--- src/rtl/prime_pkg.sv ---
// Shared types for the RSA prime search sequencer: FSM states, Fermat bases,
// candidate conditioning and a product type wide enough for any supported WIDTH.
package prime_pkg;
  localparam int MAX_W          = 128;
  localparam int BASE_A_DEFAULT = 2;
  localparam int BASE_B         = 3;

  typedef enum logic [3:0] {
    S_IDLE, S_FETCH, S_COND, S_TEST, S_WAIT, S_STORE, S_MUL, S_DONE, S_FAIL
  } state_t;

  typedef logic [2*MAX_W-1:0] prod_t;

  // Force the MSB (full-size key) and LSB (odd) of a w-bit random word.
  function automatic logic [MAX_W-1:0] cond_mask(input logic [MAX_W-1:0] v, input int unsigned w);
    return v | (MAX_W'(1) << (w - 1)) | MAX_W'(1);
  endfunction
endpackage

--- src/rtl/prime_search_ctrl_if.sv ---
// Random source and Fermat engine handshakes seen by the prime search sequencer.
interface prime_search_ctrl_if #(parameter int WIDTH = 64);
  logic [WIDTH-1:0] rng_value;
  logic             rng_step;
  logic             test_start;
  logic [WIDTH-1:0] test_n;
  logic [WIDTH-1:0] test_a;
  logic             test_done;
  logic             test_prime;

  modport master (output rng_step, test_start, test_n, test_a,
                  input  rng_value, test_done, test_prime);
  modport slave  (input  rng_step, test_start, test_n, test_a,
                  output rng_value, test_done, test_prime);
endinterface

--- src/rtl/phi_mult.sv ---
// Shift-add unsigned WIDTH x WIDTH multiplier; done pulses exactly WIDTH cycles
// after start, with prod valid in that cycle.
module phi_mult #(
  parameter int WIDTH = 64
) (
  input  logic               clk,
  input  logic               reset,
  input  logic               start,
  input  logic [WIDTH-1:0]   a,
  input  logic [WIDTH-1:0]   b,
  output logic               done,
  output logic [2*WIDTH-1:0] prod
);
  localparam int CW = $clog2(WIDTH + 1);

  logic [2*WIDTH-1:0] acc;
  logic [2*WIDTH-1:0] mcand;
  logic [WIDTH-1:0]   mplier;
  logic [CW-1:0]      cnt;

  always_ff @(posedge clk or posedge reset) begin
    if (reset) begin
      acc    <= '0;
      mcand  <= '0;
      mplier <= '0;
      cnt    <= '0;
      done   <= 1'b0;
    end else begin
      done <= 1'b0;
      if (start) begin
        acc    <= '0;
        mcand  <= {{WIDTH{1'b0}}, a};
        mplier <= b;
        cnt    <= CW'(WIDTH);
      end else if (cnt != '0) begin
        if (mplier[0]) acc <= acc + mcand;
        mcand  <= mcand << 1;
        mplier <= mplier >> 1;
        cnt    <= cnt - 1'b1;
        if (cnt == CW'(1)) done <= 1'b1;
      end
    end
  end

  assign prod = acc;
endmodule

--- src/rtl/prime_search_ctrl.sv ---
// Finds two distinct probable primes p, q via the shared Fermat engine and computes phi.
// Optional MULTI_BASE_EN: retest each base-A survivor with base 3 before accepting it.
module prime_search_ctrl
  import prime_pkg::*;
#(
  parameter int WIDTH     = 64,
  parameter int MAX_TRIES = 4096,
  parameter int BASE_A    = BASE_A_DEFAULT
) (
  input  logic                clk,
  input  logic                reset,
  input  logic                start,
  prime_search_ctrl_if.master bus,
  output logic                busy,
  output logic                done,
  output logic                fail,
  output logic [WIDTH-1:0]    p,
  output logic [WIDTH-1:0]    q,
  output logic [2*WIDTH-1:0]  phi
);
  localparam int CW = $clog2(MAX_TRIES + 1);
  localparam logic [CW-1:0] TRY_LIMIT = CW'(MAX_TRIES);

  state_t             state;
  logic [WIDTH-1:0]   cand;
  logic [CW-1:0]      tries;
  logic               target_q;
  logic               mul_start;
  logic               mul_done;
  logic [2*WIDTH-1:0] mul_prod;
  logic [WIDTH-1:0]   cand_c;
  logic [CW-1:0]      tries_inc;
`ifdef MULTI_BASE_EN
  logic               second_pass;
`endif

  assign cand_c    = WIDTH'(cond_mask(MAX_W'(bus.rng_value), WIDTH));
  assign tries_inc = tries + 1'b1;

  always_ff @(posedge clk or posedge reset) begin
    if (reset) begin
      state          <= S_IDLE;
      cand           <= '0;
      tries          <= '0;
      target_q       <= 1'b0;
      mul_start      <= 1'b0;
      busy           <= 1'b0;
      done           <= 1'b0;
      fail           <= 1'b0;
      p              <= '0;
      q              <= '0;
      phi            <= '0;
      bus.rng_step   <= 1'b0;
      bus.test_start <= 1'b0;
      bus.test_n     <= '0;
      bus.test_a     <= '0;
`ifdef MULTI_BASE_EN
      second_pass    <= 1'b0;
`endif
    end else begin
      bus.rng_step   <= 1'b0;
      bus.test_start <= 1'b0;
      mul_start      <= 1'b0;
      case (state)
        S_IDLE, S_DONE, S_FAIL: begin
          if (start) begin
            p            <= '0;
            q            <= '0;
            phi          <= '0;
            done         <= 1'b0;
            fail         <= 1'b0;
            tries        <= '0;
            target_q     <= 1'b0;
            busy         <= 1'b1;
            bus.rng_step <= 1'b1;
            state        <= S_FETCH;
          end
        end
        S_FETCH: state <= S_COND;
        S_COND: begin
          cand  <= cand_c;
          tries <= tries_inc;
          // A repeat of p is thrown away without spending engine time on it.
          if (target_q && cand_c == p) begin
            if (tries_inc >= TRY_LIMIT) begin
              fail  <= 1'b1;
              busy  <= 1'b0;
              state <= S_FAIL;
            end else begin
              bus.rng_step <= 1'b1;
              state        <= S_FETCH;
            end
          end else begin
            bus.test_n     <= cand_c;
            bus.test_a     <= WIDTH'(BASE_A);
            bus.test_start <= 1'b1;
`ifdef MULTI_BASE_EN
            second_pass    <= 1'b0;
`endif
            state          <= S_TEST;
          end
        end
        S_TEST: state <= S_WAIT;
        S_WAIT: begin
          if (bus.test_done) begin
            if (bus.test_prime) begin
`ifdef MULTI_BASE_EN
              if (!second_pass) begin
                second_pass    <= 1'b1;
                bus.test_a     <= WIDTH'(BASE_B);
                bus.test_start <= 1'b1;
                state          <= S_TEST;
              end else begin
                state <= S_STORE;
              end
`else
              state <= S_STORE;
`endif
            end else if (tries >= TRY_LIMIT) begin
              fail  <= 1'b1;
              busy  <= 1'b0;
              state <= S_FAIL;
            end else begin
              bus.rng_step <= 1'b1;
              state        <= S_FETCH;
            end
          end
        end
        S_STORE: begin
          if (!target_q) begin
            p            <= cand;
            tries        <= '0;
            target_q     <= 1'b1;
            bus.rng_step <= 1'b1;
            state        <= S_FETCH;
          end else begin
            q         <= cand;
            mul_start <= 1'b1;
            state     <= S_MUL;
          end
        end
        S_MUL: begin
          if (mul_done) begin
            phi   <= mul_prod;
            done  <= 1'b1;
            busy  <= 1'b0;
            state <= S_DONE;
          end
        end
        default: state <= S_IDLE;
      endcase
    end
  end

  phi_mult #(.WIDTH(WIDTH)) u_phi_mult (
    .clk   (clk),
    .reset (reset),
    .start (mul_start),
    .a     (p - 1'b1),
    .b     (q - 1'b1),
    .done  (mul_done),
    .prod  (mul_prod)
  );
endmodule
--- src/flat_wrapper.sv ---
// flat-port wrapper written by rule: the top's interface ports become plain ports
module prime_search_ctrl_flat import prime_pkg::*;
#(
  parameter int WIDTH     = 64,
  parameter int MAX_TRIES = 4096,
  parameter int BASE_A    = BASE_A_DEFAULT
)
  (clk, reset, start, busy, done, fail, p, q, phi, bus_rng_step, bus_test_start, bus_test_n, bus_test_a, bus_rng_value, bus_test_done, bus_test_prime);
  prime_search_ctrl_if #(.WIDTH(WIDTH)) bus_i ();
  input  logic clk;
  input  logic reset;
  input  logic start;
  output logic busy;
  output logic done;
  output logic fail;
  output logic [WIDTH-1:0] p;
  output logic [WIDTH-1:0] q;
  output logic [2*WIDTH-1:0] phi;
  output wire logic [$bits(bus_i.rng_step)-1:0] bus_rng_step;
  output wire logic [$bits(bus_i.test_start)-1:0] bus_test_start;
  output wire logic [$bits(bus_i.test_n)-1:0] bus_test_n;
  output wire logic [$bits(bus_i.test_a)-1:0] bus_test_a;
  input wire logic [$bits(bus_i.rng_value)-1:0] bus_rng_value;
  input wire logic [$bits(bus_i.test_done)-1:0] bus_test_done;
  input wire logic [$bits(bus_i.test_prime)-1:0] bus_test_prime;
  assign bus_rng_step = bus_i.rng_step;
  assign bus_test_start = bus_i.test_start;
  assign bus_test_n = bus_i.test_n;
  assign bus_test_a = bus_i.test_a;
  assign bus_i.rng_value = bus_rng_value;
  assign bus_i.test_done = bus_test_done;
  assign bus_i.test_prime = bus_test_prime;
  prime_search_ctrl #(.WIDTH(WIDTH), .MAX_TRIES(MAX_TRIES), .BASE_A(BASE_A)) u_core (.clk(clk), .reset(reset), .start(start), .bus(bus_i), .busy(busy), .done(done), .fail(fail), .p(p), .q(q), .phi(phi));
endmodule
--- config.mk ---
export PLATFORM = sky130hd
export DESIGN_NAME = prime_search_ctrl_flat
export DESIGN_NICKNAME = d
export VERILOG_FILES = /design/src/rtl/prime_pkg.sv /design/src/rtl/prime_search_ctrl_if.sv /design/src/rtl/phi_mult.sv /design/src/rtl/prime_search_ctrl.sv /design/src/flat_wrapper.sv
export SDC_FILE = /design/constraint.sdc
export NUM_CORES = 2
export LEC_CHECK = 0
export CAP_MARGIN = 20
export CORE_AREA = 2 2 292 294
export DETAILED_ROUTE_END_ITERATION = 8
export DIE_AREA = 0 0 294 296
export PLACE_DENSITY = 0.66
export REMOVE_ABC_BUFFERS = 1
export SLEW_MARGIN = 5
export SYNTH_ARGS = -nofsm -noshare
export SYNTH_HDL_FRONTEND = slang
export SYNTH_SLANG_ARGS = --single-unit
export TNS_END_PERCENT = 20
--- constraint.sdc ---
create_clock -name clk -period 67.6 [get_ports clk]
set_clock_uncertainty 0.15 [all_clocks]
set_input_delay 10.14 -clock clk [delete_from_list [all_inputs] [get_ports clk]]
set_output_delay 10.14 -clock clk [all_outputs]
set_load 0.005 [all_outputs]
==> impl_metrics.yaml <==
hold_path:
  whs_path_depth: 1
  worstHoldStart: "u_core.done"
  hold_path_class: "flip-flop to flip-flop"
  hold_end: "u_core.done"
finish:
  area_growth_pct: 18.15
  final_cell_mix: "dfrtp_1, nand2_1, clkdlybuf4s50_1, o21ai_0, a21oi_1"
  final_common_cell: "dfrtp_1"
  fin_util: 0.5589
  finalNetCount: 4734
  diodes: 0
  final_layout_size_suffix_gt1_frac: 0.05877
clock_network:
  postCtsSetupRepairBufs: 0
  cts_made_buffers: 83
  cts-resized-gates: 0
  cts_buffer_depth: 3
  hold_buffers: 0
  cts_root_buf: "clkbuf_16"
  clock_latency_ps: 660
  cts_num_sinks: 732
  clk_pin_slew_worst_paths_ps: 60
  cts_tree: "built"
  cts_htree_levels: 3
setup_path:
  path_max_fanout: 71
  worstRegToRegCells: 12
  cp_top_family: "simple AND/OR/NAND/NOR gates"
  cp_slowest_cell: "nand2_4"
  required_ps: 67990
  slowest_delay_ps: 780
  endpoint_kind: "flip-flop"
  r2r-end: "u_core.u_phi_mult.mcand[38]"
  cp_cell_sequence: "clkdlybuf4s50_1 -> xnor2_1 -> nand4_1 -> nor4_1 -> nand3_1 -> or4_1 -> nand2_4 -> inv_1 -> o31ai_1 -> nand2_1"
  critPathKind: "primary input to flip-flop"
  r2r_start: "u_core.p[0]"
  regToRegSetupSlack_ps: 62940
  critPathBufInv: 2
  start_kind: "primary input"
  arrival_ps: 13960
sta:
  hold_ws_ps: 322.6
  maxSlewViolCount: 0
  slew_headroom: 0.3104
  setup_viol: 0
  tightest_slew_ps: 1034
  finalHoldViolCount: 0
  rsz0062_at_grt: "no"
  fin_crit_ps: 13580
  finalSetupTns_ps: 0
  fmax_mhz: 73.65
  timing.final.crit_share: 0.2009
power:
  swShare: 0.3985
  comb_power_share: 0.405
  p_leak_nw: 21.35
  p_int_mw: 1.155
  power_density_mw_per_mm2: 40.79
  pwr-share-seq: 0.354
  power_switching_mw: 0.7651
  max-vdd-ir-drop_mv: 0.02882
  clkPwrFrac: 0.241
  power_mw: 1.920
logic_synthesis:
  ys_ff_latch: 732
  yosys_warnings: 0
  synth_top_area_frac: 0.4598
  avgSynthCellArea_um2: 9.275
  synth_edf_count: 0
  ys.flop_type: "dfrtp_1"
  synth_mux_area_frac: 0.02039
  synth_compound_area_frac: 0.2156
  synth_top_family_by_area: "compound AO/OA/AOI/OAI gates"
  synth-simple-area-share: 0.1516
  yosysTopAreaCell: "dfrtp_1"
  synth_xor_area_frac: 0.05827
  netlist_area_mm2: 0.03983
  ys_top_cells_by_area: "dfrtp_1, nand2_1, a22o_1"
  synth.distinct_cells: 85
  postSynth.asyncResetShare: 1.000
  syn_inst: 4295
  synthAdderAreaFrac: 0.04228
  ys_seq_area_frac: 0.4598
die:
  rows: 107
  dieWidth_um: 294
  die_h_um: 296
  coreArea_mm2: 0.08421
  start_util: 0.4730
  num_io_pins: 458
  dieArea_mm2: 0.08702
global_route:
  antenna_found_initial: 0
  grtUsageTotal: 0.2873
  grt_pass1_vias: 32650
  grt_start_max_net_pins: 173
  overflow: 0
  grt_pass1_wl_um: 195200
detailed_routing:
  drt-wirelength-per-cell_um: 22.26
  drt-vias-per-instance: 5.929
  finalWirelength_um: 126500
  first_iter_violations: 3022
  vias: 33700
  drtPass1Iterations: 7
  drc: 0
  ant_nets: 0
placed_design:
  globalplace.congestion: 0.9464
  portBuffers: 392
  hpwl_um: 91420
run:
  cap_violations: 0
run_status:
  status: "finished clean"
## cells in the mapped netlist (all sizes together), types with 24 or more instances
cell type	number
nor2	211
o21bai	45
nor3	75
ha	133
nand4	86
xor2	139
o21ai	341
xnor2	126
o31ai	30
mux2	57
a22o	257
or3	41
a21oi	296
a21o	62
nand2	692
dfrtp	732
buf	88
a222oi	53
nand3	54
and3	24
clkbuf	250
inv	142
nor4	41
a31oi	29
## sequential cells by signal, indices dropped and copies added, names as in the netlist
signal / count
u_core.cand: 63
u_core.u_phi_mult.prod: 128
u_core.bus.test_n: 63
u_core.u_phi_mult.cnt: 7
u_core.bus.test_start: 1
u_core.tries: 13
u_core.fail: 1
u_core.u_phi_mult.mplier: 64
u_core.bus.rng_step: 1
u_core.p: 63
u_core.u_phi_mult.done: 1
u_core.phi: 128
u_core.busy: 1
u_core.done: 1
u_core.state: 4
u_core.u_phi_mult.mcand: 128
u_core.q: 63
u_core.mul_start: 1
u_core.target_q: 1
## worst reg2reg max path: cells and delay by family, from the launching register on
family          cells  cell delay, ps
xor+xnor            1             150
buf+inv             3             490
simple gates        6            2720
fa+ha+maj           1             280
compound gates      1             250
flops               1             510
## power groups by stage
| stage | combinational (mW) | sequential, mW | clock (mW) |
|---|---|---|---|
| floorplan | 0.526 | 0.637 | 0 |
| CTS | 0.779 | 0.677 | 0.471 |
| detailed placement | 0.774 | 0.684 | 0 |
| global route | 0.856 | 0.694 | 0.489 |
| global placement | 0.763 | 0.680 | 0 |
| finish | 0.778 | 0.680 | 0.462 |
## cell families after synthesis
logic type | Yosys count
XOR/XNOR | 265
multiplexers | 74
AND/OR/NAND/NOR | 1327
other | 1
flip-flops | 732
adder cells (fa/ha/maj) | 134
buffers and inverters | 480
AO/OA/AOI/OAI | 1282
## metrics by stage
step                      instance area, um2  instances  setup WS, ps
after floorplan                        38530       4019         36770
after global placement                 44220       5535         53310
after detailed placement               44220       5535         53290
after CTS                              47040       5683         53980
after global routing                   47070       5684         53830
final                                  47070       5684         54020
## how the worst max path moves through the flow
| stage | slack [ps] | cells past startpoint | endpoint | start |
|---|---|---|---|---|
| floorplan | 36770 | 1 | u_core.bus.rng_step | reset |
| global placement | 53310 | 10 | u_core.busy | bus_rng_value[59] |
| detailed placement | 53290 | 10 | u_core.busy | bus_rng_value[59] |
| CTS | 53980 | 10 | u_core.busy | bus_rng_value[59] |
| global route | 53830 | 10 | u_core.busy | bus_rng_value[59] |
| finish | 54020 | 10 | u_core.busy | bus_rng_value[59] |
## area by class of cell
class / instances / area, um2
clock buffer: 123 / 2429
clock inverter: 25 / 385.4
fill: 7496 / 37140
inverter: 142 / 540.5
multi-input combinational: 3145 / 19780
sequential: 732 / 18320
tap: 1090 / 1364
timing repair buffer: 427 / 4244
## metal layers
layer | vias up | part of all wire | GRT usage
met5 | - | 0 | 0
met1 | 16520 | 0.42 | 0.3812
met2 | 1139 | 0.47 | 0.4701
li1 | 15800 | - | -
met3 | 247 | 0.063 | 0.05021
met4 | 0 | 0.042 | 0.1105
No activity file was read; power rests on OpenSTA's default activity.
